`src/rtl/tipi_pkg.sv`:
```
// Shared TIPI definitions: mode codes, link states and the Pi pin bundle.
package tipi_pkg;

  localparam int unsigned NIB_W  = 4;
  localparam int unsigned BYTE_W = 8;
  localparam int unsigned CNT_W  = 16;

  typedef enum logic [NIB_W-1:0] {
    MODE_RD_TD = 4'h0,
    MODE_RD_TC = 4'h1,
    MODE_WR_RD = 4'h2,
    MODE_WR_RC = 4'h3
  } tipi_mode_e;

  typedef enum logic [2:0] {
    ST_MODE  = 3'd0,
    ST_RD_HI = 3'd1,
    ST_RD_LO = 3'd2,
    ST_WR_HI = 3'd3,
    ST_WR_LO = 3'd4,
    ST_ERR   = 3'd5
  } tipi_state_e;

  typedef struct packed {
    logic             clk;
    logic             nibrst;
    logic [0:NIB_W-1] nib;
  } pi_pins_t;

endpackage

```
`src/rtl/tipi_sync.sv`:
```
// Multi-stage synchronizer moving a bundle of asynchronous pins into clk in lockstep.
module tipi_sync #(
  parameter int unsigned WIDTH  = 1,
  parameter int unsigned STAGES = 2
) (
  input  logic             clk,
  input  logic             rst_n,
  input  logic [WIDTH-1:0] d,
  output logic [WIDTH-1:0] q
);

  logic [WIDTH-1:0] stage_q [STAGES];
  logic [WIDTH-1:0] stage_d [STAGES];

  always_comb begin
    stage_d[0] = d;
    for (int unsigned i = 1; i < STAGES; i++) begin
      stage_d[i] = stage_q[i-1];
    end
  end

  always_ff @(posedge clk) begin
    if (!rst_n) begin
      for (int unsigned i = 0; i < STAGES; i++) begin
        stage_q[i] <= '0;
      end
    end else begin
      for (int unsigned i = 0; i < STAGES; i++) begin
        stage_q[i] <= stage_d[i];
      end
    end
  end

  assign q = stage_q[STAGES-1];

endmodule

```
`src/rtl/tipi_pi_link.sv`:
```
// Raspberry Pi nibble link: reads TD/TC out and writes RD/RC in, four bits per Pi strobe.
module tipi_pi_link
  import tipi_pkg::*;
#(
  parameter int unsigned      SYNC_STAGES = 2,
  parameter logic [CNT_W-1:0] LED_HOLD    = 16'd50000
) (
  input  logic              clk,
  input  logic              rst_n,
  input  logic              r_clk,
  input  logic              r_nibrst,
  input  logic [0:NIB_W-1]  r_nib_in,
  output logic [0:NIB_W-1]  r_nib_out,
  output logic              r_nib_oe,
  input  logic [0:BYTE_W-1] td,
  input  logic [0:BYTE_W-1] tc,
  output logic [0:BYTE_W-1] rd,
  output logic [0:BYTE_W-1] rc,
  output logic              rd_wr,
  output logic              rc_wr,
  output logic              act
);

  pi_pins_t pins_in;
  pi_pins_t pins_s;

  always_comb begin
    pins_in        = '0;
    pins_in.clk    = r_clk;
    pins_in.nibrst = r_nibrst;
    pins_in.nib    = r_nib_in;
  end

  tipi_sync #(
    .WIDTH  ($bits(pi_pins_t)),
    .STAGES (SYNC_STAGES)
  ) u_sync (
    .clk   (clk),
    .rst_n (rst_n),
    .d     (pins_in),
    .q     (pins_s)
  );

  tipi_state_e       state_q, state_d;
  logic              clk_prev_q, clk_prev_d;
  logic [0:BYTE_W-1] hold_q, hold_d;
  logic [0:NIB_W-1]  stg_q, stg_d;
  logic              wr_rc_q, wr_rc_d;
  logic [0:BYTE_W-1] rd_q, rd_d;
  logic [0:BYTE_W-1] rc_q, rc_d;
  logic              rd_wr_q, rd_wr_d;
  logic              rc_wr_q, rc_wr_d;
  logic [0:NIB_W-1]  nib_out_q, nib_out_d;
  logic              nib_oe_q, nib_oe_d;
  logic [CNT_W-1:0]  cnt_q, cnt_d;
  logic              act_q, act_d;
  logic              pi_edge_c;
  logic              done_c;

  assign pi_edge_c = pins_s.clk & ~clk_prev_q;

  // Protocol FSM: one action per synchronized strobe edge; nibble reset wins over everything.
  always_comb begin
    state_d    = state_q;
    clk_prev_d = pins_s.clk;
    hold_d     = hold_q;
    stg_d      = stg_q;
    wr_rc_d    = wr_rc_q;
    rd_d       = rd_q;
    rc_d       = rc_q;
    rd_wr_d    = 1'b0;
    rc_wr_d    = 1'b0;
    done_c     = 1'b0;

    if (pins_s.nibrst) begin
      state_d = ST_MODE;
    end else if (pi_edge_c) begin
      unique case (state_q)
        ST_MODE: begin
          case (pins_s.nib)
            MODE_RD_TD: begin
              hold_d  = td;
              state_d = ST_RD_HI;
            end
            MODE_RD_TC: begin
              hold_d  = tc;
              state_d = ST_RD_HI;
            end
            MODE_WR_RD: begin
              wr_rc_d = 1'b0;
              state_d = ST_WR_HI;
            end
            MODE_WR_RC: begin
              wr_rc_d = 1'b1;
              state_d = ST_WR_HI;
            end
            default: state_d = ST_ERR;
          endcase
        end
        ST_RD_HI: state_d = ST_RD_LO;
        ST_RD_LO: begin
          done_c  = 1'b1;
          state_d = ST_MODE;
        end
        ST_WR_HI: begin
          stg_d   = pins_s.nib;
          state_d = ST_WR_LO;
        end
        ST_WR_LO: begin
          if (wr_rc_q) begin
            rc_d    = {stg_q, pins_s.nib};
            rc_wr_d = 1'b1;
          end else begin
            rd_d    = {stg_q, pins_s.nib};
            rd_wr_d = 1'b1;
          end
          done_c  = 1'b1;
          state_d = ST_MODE;
        end
        ST_ERR:  state_d = ST_ERR;
        default: state_d = ST_MODE;
      endcase
    end

    nib_oe_d  = 1'b0;
    nib_out_d = '0;
    if (state_d == ST_RD_HI) begin
      nib_oe_d  = 1'b1;
      nib_out_d = hold_d[0:3];
    end else if (state_d == ST_RD_LO) begin
      nib_oe_d  = 1'b1;
      nib_out_d = hold_d[4:7];
    end

    // Activity hold counter: reload on completion, otherwise count down to zero.
    if (done_c) begin
      cnt_d = LED_HOLD;
    end else if (cnt_q != '0) begin
      cnt_d = cnt_q - CNT_W'(1);
    end else begin
      cnt_d = '0;
    end
    act_d = (cnt_d != '0);
  end

  always_ff @(posedge clk) begin
    if (!rst_n) begin
      state_q    <= ST_MODE;
      clk_prev_q <= 1'b0;
      hold_q     <= '0;
      stg_q      <= '0;
      wr_rc_q    <= 1'b0;
      rd_q       <= '0;
      rc_q       <= '0;
      rd_wr_q    <= 1'b0;
      rc_wr_q    <= 1'b0;
      nib_out_q  <= '0;
      nib_oe_q   <= 1'b0;
      cnt_q      <= '0;
      act_q      <= 1'b0;
    end else begin
      state_q    <= state_d;
      clk_prev_q <= clk_prev_d;
      hold_q     <= hold_d;
      stg_q      <= stg_d;
      wr_rc_q    <= wr_rc_d;
      rd_q       <= rd_d;
      rc_q       <= rc_d;
      rd_wr_q    <= rd_wr_d;
      rc_wr_q    <= rc_wr_d;
      nib_out_q  <= nib_out_d;
      nib_oe_q   <= nib_oe_d;
      cnt_q      <= cnt_d;
      act_q      <= act_d;
    end
  end

  assign r_nib_out = nib_out_q;
  assign r_nib_oe  = nib_oe_q;
  assign rd        = rd_q;
  assign rc        = rc_q;
  assign rd_wr     = rd_wr_q;
  assign rc_wr     = rc_wr_q;
  assign act       = act_q;

endmodule

```
`config.mk`:
```
export PLATFORM = sky130hd
export DESIGN_NAME = tipi_pi_link
export DESIGN_NICKNAME = d
export VERILOG_FILES = /design/src/rtl/tipi_pkg.sv /design/src/rtl/tipi_sync.sv /design/src/rtl/tipi_pi_link.sv
export SDC_FILE = /design/constraint.sdc
export NUM_CORES = 1
export LEC_CHECK = 0
export ABC_CLOCK_PERIOD_IN_PS = 2100
export CAP_MARGIN = 40
export CELL_PAD_IN_SITES_DETAIL_PLACEMENT = 0
export CELL_PAD_IN_SITES_GLOBAL_PLACEMENT = 2
export CORE_ASPECT_RATIO = 1.5
export CORE_MARGIN = 2
export CORE_UTILIZATION = 29
export DETAILED_ROUTE_END_ITERATION = 16
export PLACE_DENSITY = 0.72
export SLEW_MARGIN = 10
export SYNTH_ARGS = -nofsm -noshare
export SYNTH_HDL_FRONTEND = slang
export SYNTH_SLANG_ARGS = --single-unit
export TNS_END_PERCENT = 20
```
`constraint.sdc`:
```
create_clock -name clk -period 2.1 [get_ports clk]
set_input_delay 0.525 -clock clk [delete_from_list [all_inputs] [get_ports clk]]
set_output_delay 0.525 -clock clk [all_outputs]
set_load 0.005 [all_outputs]
```
## Word level (Yosys, flattened, before mapping)

Memory sizes are Yosys's and may differ from the RTL's.
Cells that the tools add are included.
W data, S select, Z words.

- RAM bits: 12
- Input port bits: 24
- Bits in registers: 57
- Word-level logic and storage cells: 71
- Memories: 1

- Muxes and demuxes: 24
- Bitwise gates (word level): 9
- Reductions and logical operators: 13
- Eq/ne operators: 10
- Add/sub/neg operators: 1

Memories:

| memory | words | width | read ports | clocked after Yosys merged registers in | wr ports | RTL line | RTL |
|---|---|---|---|---|---|---|---|
| u_sync.stage_q | 2 | 6 | 2 | 0 | 2 | tipi_sync.sv:12 | `logic [WIDTH-1:0] stage_q [STAGES];` |

Operator list:

| operator | number |
|---|---|
| $mux W16 | 2 |
| $reduce_bool A16 Y1 | 2 |
| $mux W8 | 3 |
| $pmux W8 S2 | 1 |
| $sub A16 B1 Y16 const B | 1 |
| $mux W6 | 2 |
| $pmux W3 S4 | 1 |
| $reduce_and A4 Y1 | 3 |
| $eq A3 B2 Y1 const B | 3 |
| $mux W1 | 9 |
| $eq A4 B2 Y1 const B | 2 |
| $mux W4 | 2 |
| $eq A3 B1 Y1 const B | 2 |
| $eq A3 B3 Y1 const B | 2 |
| $mux W3 | 2 |
| $not A1 Y1 | 6 |
| $pmux W3 S2 | 1 |
| $reduce_or A2 Y1 | 3 |
| $eq A4 B1 Y1 const B | 1 |
| $logic_not A4 Y1 | 1 |
| $reduce_or A4 Y1 | 1 |
| $logic_not A3 Y1 | 1 |
| $reduce_and A3 Y1 | 1 |
| $or A1 B1 Y1 | 2 |
| 3 further kinds | 3 |

## Longest topological paths before layout

Gate-level depths: netlist of the first run.

- Word-level depth: 9
- Depth in mapped cells: 8
- Depth with buffers taken out: 7

## By module

Synthesis of the first run repeated with hierarchy kept, for this count alone.

- Cells, all modules: 288
- Area, all modules: 2808.9 um^2

Modules (own cells, without submodules):

| module | area an instance (um^2) | times used | seq. area each (um^2) | cells each |
|---|---|---|---|---|
| tipi_pi_link | 2472.4 | 1 | 1141.1 | 263 |
| tipi_sync | 336.6 | 1 | 240.2 | 25 |

## Worst setup path before layout of the first run

OpenSTA, ideal clock, no wires.

- Path kind: register to register
- From: reg cnt_q[0]
- To: reg cnt_q[11]
- Arrival time: 1.903 ns
- Required time: 1.985 ns
- Stages on the path, launching flop included: 9
- Setup slack: 0.082 ns
- Path through: dfxtp_1 > inv_1 > ha_1 > or3b_2 > buf_2 > nor2_4 > nand4_1 > nand3_2 > o21ba_2

- Word-level cells in the longest chain between the ends: 3
- Elaborated cells on any way between the ends: 4
- Classes of those cells: 1 x add/sub; 2 x mux; 1 x reduce/logical

RTL lines:

| element | RTL line | RTL |
|---|---|---|
| start: declaration | tipi_pi_link.sv:55 | `logic [CNT_W-1:0] cnt_q, cnt_d;` |
| start signal: assignment | tipi_pi_link.sv:173 | `cnt_q <= cnt_d;` |
| $sub A16 B1 Y16 or $reduce_bool A16 Y1 (tied branches) | tipi_pi_link.sv:139, tipi_pi_link.sv:138 |  |
| $mux W16 (*) | tipi_pi_link.sv:138 | `end else if (cnt_q != '0) begin` |
| $mux W16 (*) | tipi_pi_link.sv:136 | `if (done_c) begin` |

Mark *: on every way between the ends. The rest lies on a longest branch, timed or not.
A chain may end at the register's enable or synchronous reset.

## Final worst setup path of the first run

- From: reg cnt_q[0]
- To: reg act_q, in the netlist act

- Word-level cells in the longest chain between the ends: 4
- Elaborated cells on any way between the ends: 5
- Classes of those cells: 1 x add/sub; 2 x mux; 2 x reduce/logical

RTL lines:

| element | RTL line | RTL |
|---|---|---|
| $sub A16 B1 Y16 or $reduce_bool A16 Y1 (tied branches) | tipi_pi_link.sv:139, tipi_pi_link.sv:138 |  |
| $mux W16 (*) | tipi_pi_link.sv:138 |  |
| $mux W16 (*) | tipi_pi_link.sv:136 |  |
| $reduce_bool A16 Y1 (*) | tipi_pi_link.sv:143 | `act_d = (cnt_d != '0);` |
| end signal: assignment | tipi_pi_link.sv:174 | `act_q <= act_d;` |
| end: declaration | tipi_pi_link.sv:56 | `logic act_q, act_d;` |

Marks and branches as above.

==> results of run 1 <==
## through the flow
stage                     cells  cell area, um^2  utilization
final                       503             4000        0.399
after detailed placement    489             3720        0.371
after CTS                   503             3990        0.398
after global routing        503             4000        0.399
after floorplan             316             2970            -
after global placement      489             3720        0.371
## layout by cell type (no fill, tap or decap), types with 6 or more instances in the layout
master / count
buf_4: 25
nor3_1: 7
dfxtp_1: 69
and2_1: 14
a21oi_1: 15
mux2i_1: 29
nor2_1: 51
inv_1: 12
clkbuf_16: 9
nand2b_1: 6
nand2_1: 8
clkdlybuf4s50_1: 47
## cells by family after synthesis
| kind of cell | count (synthesis) | share of synthesized area |
|---|---|---|
| compound gates | 49 | 0.117 |
| xor+xnor | 9 | 0.0266 |
| fa+ha+maj | 1 | 0.00422 |
| buf+inv | 30 | 0.0456 |
| flops | 69 | 0.466 |
| mux | 33 | 0.113 |
| simple gates | 125 | 0.227 |
## state kept, by name, summed over array words and instances, names as in the netlist
signal	cells
rc	8
rd_wr	1
stg_q	4
state_q	3
r_nib_oe	1
cnt_q	16
clk_prev_q	1
r_nib_out	4
u_sync.stage_q	12
rd	8
hold_q	8
rc_wr	1
act	1
wr_rc_q	1
## worst paths after layout
check                                                  endpoint  slack (ns)                             from  cells after the start
worst max-delay path                             act$_SDFF_PN0_        0.13              cnt_q[0]$_SDFF_PN0_                      8
worst min-delay path            u_sync.stage_q[0][7]$_SDFF_PN0_        0.43  u_sync.stage_q[0][1]$_SDFF_PN0_                      1
worst max register to register                   act$_SDFF_PN0_        0.13              cnt_q[0]$_SDFF_PN0_                      8
worst min register to register  u_sync.stage_q[0][7]$_SDFF_PN0_        0.43  u_sync.stage_q[0][1]$_SDFF_PN0_                      1
## timing repair
action | CTS | global route
resized for setup | 1 | 2
setup buffers | 0 | 0
pin swaps | 0 | 2
endpoints found under the setup margin | 1 | 1
## cell type report
cell class                      count  area [um^2]  area share
Multi-Input combinational cell    217         1460       0.365
Sequential cell                    69         1380       0.346
Timing Repair Buffer               74          698       0.175
Clock buffer                       12          256      0.0642
Tap cell                          117          146      0.0366
Inverter                           12         45.0      0.0113
Clock inverter                      2         10.0     0.00250
## power breakdown
| group | internal [W] | switching (W) |
|---|---|---|
| Combinational | 0.000828 | 0.000819 |
| Sequential | 0.00146 | 0.000181 |
| Clock | 0.000844 | 0.000496 |
## per-layer routing
| layer | GRT usage | vias to the layer above |
|---|---|---|
| met5 | 0 | - |
| met4 | 0.0662 | 0 |
| met3 | 0.0406 | 14 |
| met2 | 0.249 | 54 |
| met1 | 0.143 | 1121 |
| li1 | - | 1248 |
==> summary.txt, run 1 <==
Run status
  • Status: complete, no violations

Detailed routing
  • Vias/cell: slightly below 5
  • Wire per inst: 14.1 um
  • ANT nets after route: 0
  • DRC Markers: 0
  • Met2 WL: approximately 3800 um
  • Final WL: 7070 um
  • Via count: about 2,400
  • Starting DRT DRC Count: 77
  • M1 WL: 2760 um
  • First-pass DRT Iterations: 5
  • Met3 WL: 286 um
  • Top Layer Used: met4

Floorplan
  • Vert. Die Dim: roughly 130 um
  • Die area: roughly 11,000 um^2
  • Die W: slightly below 90 um
  • Core region area: ~10,000 um^2
  • Starting Density: 0.296
  • # rows: between 40 and 50
  • Ports: 48

Yosys
  • Synth cell types: 54
  • Mapped cell area: about 3000 um^2
  • Post-Synthesis Cells: about 320
  • Synth top area cells: dfxtp_1 (47%), mux2i_1 (9.8%), nor2_1 (6.5%)
  • Top-area cell type share of the netlist area: 0.466
  • Asr flop ratio synth: 0
  • Synth top cells by count: dfxtp_1 (69), nor2_1 (51), mux2i_1 (29)
  • Count leader, synth: dfxtp_1
  • Top FF cell, synth: dfxtp_1
  • Synth area leader: dfxtp_1
  • Seq/Total Area, Yosys: 0.466
  • Synth Net Count: ~340
  • Number of synthesized flops with an enable pin: 0
  • Synth warn: 0
  • Post-Syn Area per Cell: roughly 9.4 um^2
  • Post-synthesis register bit count: between 60 and 70

GRT
  • Vias in the first global route: roughly 2,400
  • Total grt overflow: 0
  • GRT Total Usage: 0.138
  • First-pass GRT wire length: 11,800 um
  • Largest net degree at the start of global routing: 24
  • Initial antenna violation count: 0

Timing
  • Final WS setup: 0.128 ns
  • Layout Skew: 0.00399 ns
  • Slew @ Worst Pin: ~0.5 ns
  • Count of final setup violators: 0
  • Tcrit/Tclk final: 0.939
  • Rel. slew slack: 0.669
  • Total Neg Setup Slack: 0 ns
  • Hold_ws: 0.434 ns
  • Pins Over Slew Limit: 0
  • RSZ-0062 raised after global routing: false
  • Minimum clock period: 1.97 ns
  • Final hold vios: 0
  • Fmax: between 500 and 600 MHz

Setup path
  • Worst endpoint required time: between 2 and 2.5 ns
  • Crit-path cells: inv_1 -> ha_2 -> buf_4 -> xor2_1 -> or3_1 -> a2111o_1 -> o211ai_1 -> o221ai_1
  • Crit path DAT: 2.17 ns
  • Setup crit end kind: flop
  • CP Buf/Inv Count: 2
  • Crit-path max cell delay: ~0.36 ns
  • CP delay by family, top: compound AO/OA/AOI/OAI gates
  • Slowest stage cell, crit path: a2111o_1
  • Worst-path fanout max: 3
  • CP Launch Type: flop
  • Setup CP Type: reg2reg

Final layout
  • # diodes: 0
  • Fillers: approximately 1,000
  • Nets: slightly above 400
  • Area Overhead vs Synth: 34.8%
  • Layout cells sized above 1: 0.155

Clock tree
  • CTS tree: done
  • CTS Hold Bufs: 0
  • Clock Sink Count: 69
  • CTS Buf Count: 9
  • Root Buffer: clkbuf_16
  • Clk slew on worst S/H paths: about 0.050 ns
  • Clock buffer depth: 2
  • Clk Latency, worst-skew pair: 0.32 ns
  • H-tree level count: 3

Placed design
  • I/O Buffers: 47
  • Setup slack at placement: -0.0369 ns
  • GPL Wtd Cong: approximately 0.77
  • Post-DP HPWL: between 5000 and 6000 um

Pwr
  • Total power: around 0.0046 W
  • Lkg Pwr: ~1.6 nW
  • Power density over cell area: approximately 1200 nW/um^2
  • Worst vdd ir: ~640 uV

Hold path
  • Hold Path Class: reg2reg

Flow run
  • # Max-Cap Violations: 0
(Power assumes the default switching activity.)
==> run 2, diff against run 1 <==
--- a/config.mk
+++ b/config.mk
@@ -14,7 +14,7 @@
 export CORE_UTILIZATION = 29
 export DETAILED_ROUTE_END_ITERATION = 16
 export PLACE_DENSITY = 0.72
-export SLEW_MARGIN = 10
+export SLEW_MARGIN = 15
 export SYNTH_ARGS = -nofsm -noshare
 export SYNTH_HDL_FRONTEND = slang
 export SYNTH_SLANG_ARGS = --single-unit
==> results of run 2 <==
Same layout as run 1: the final DEF is identical, and so are final timing and power.
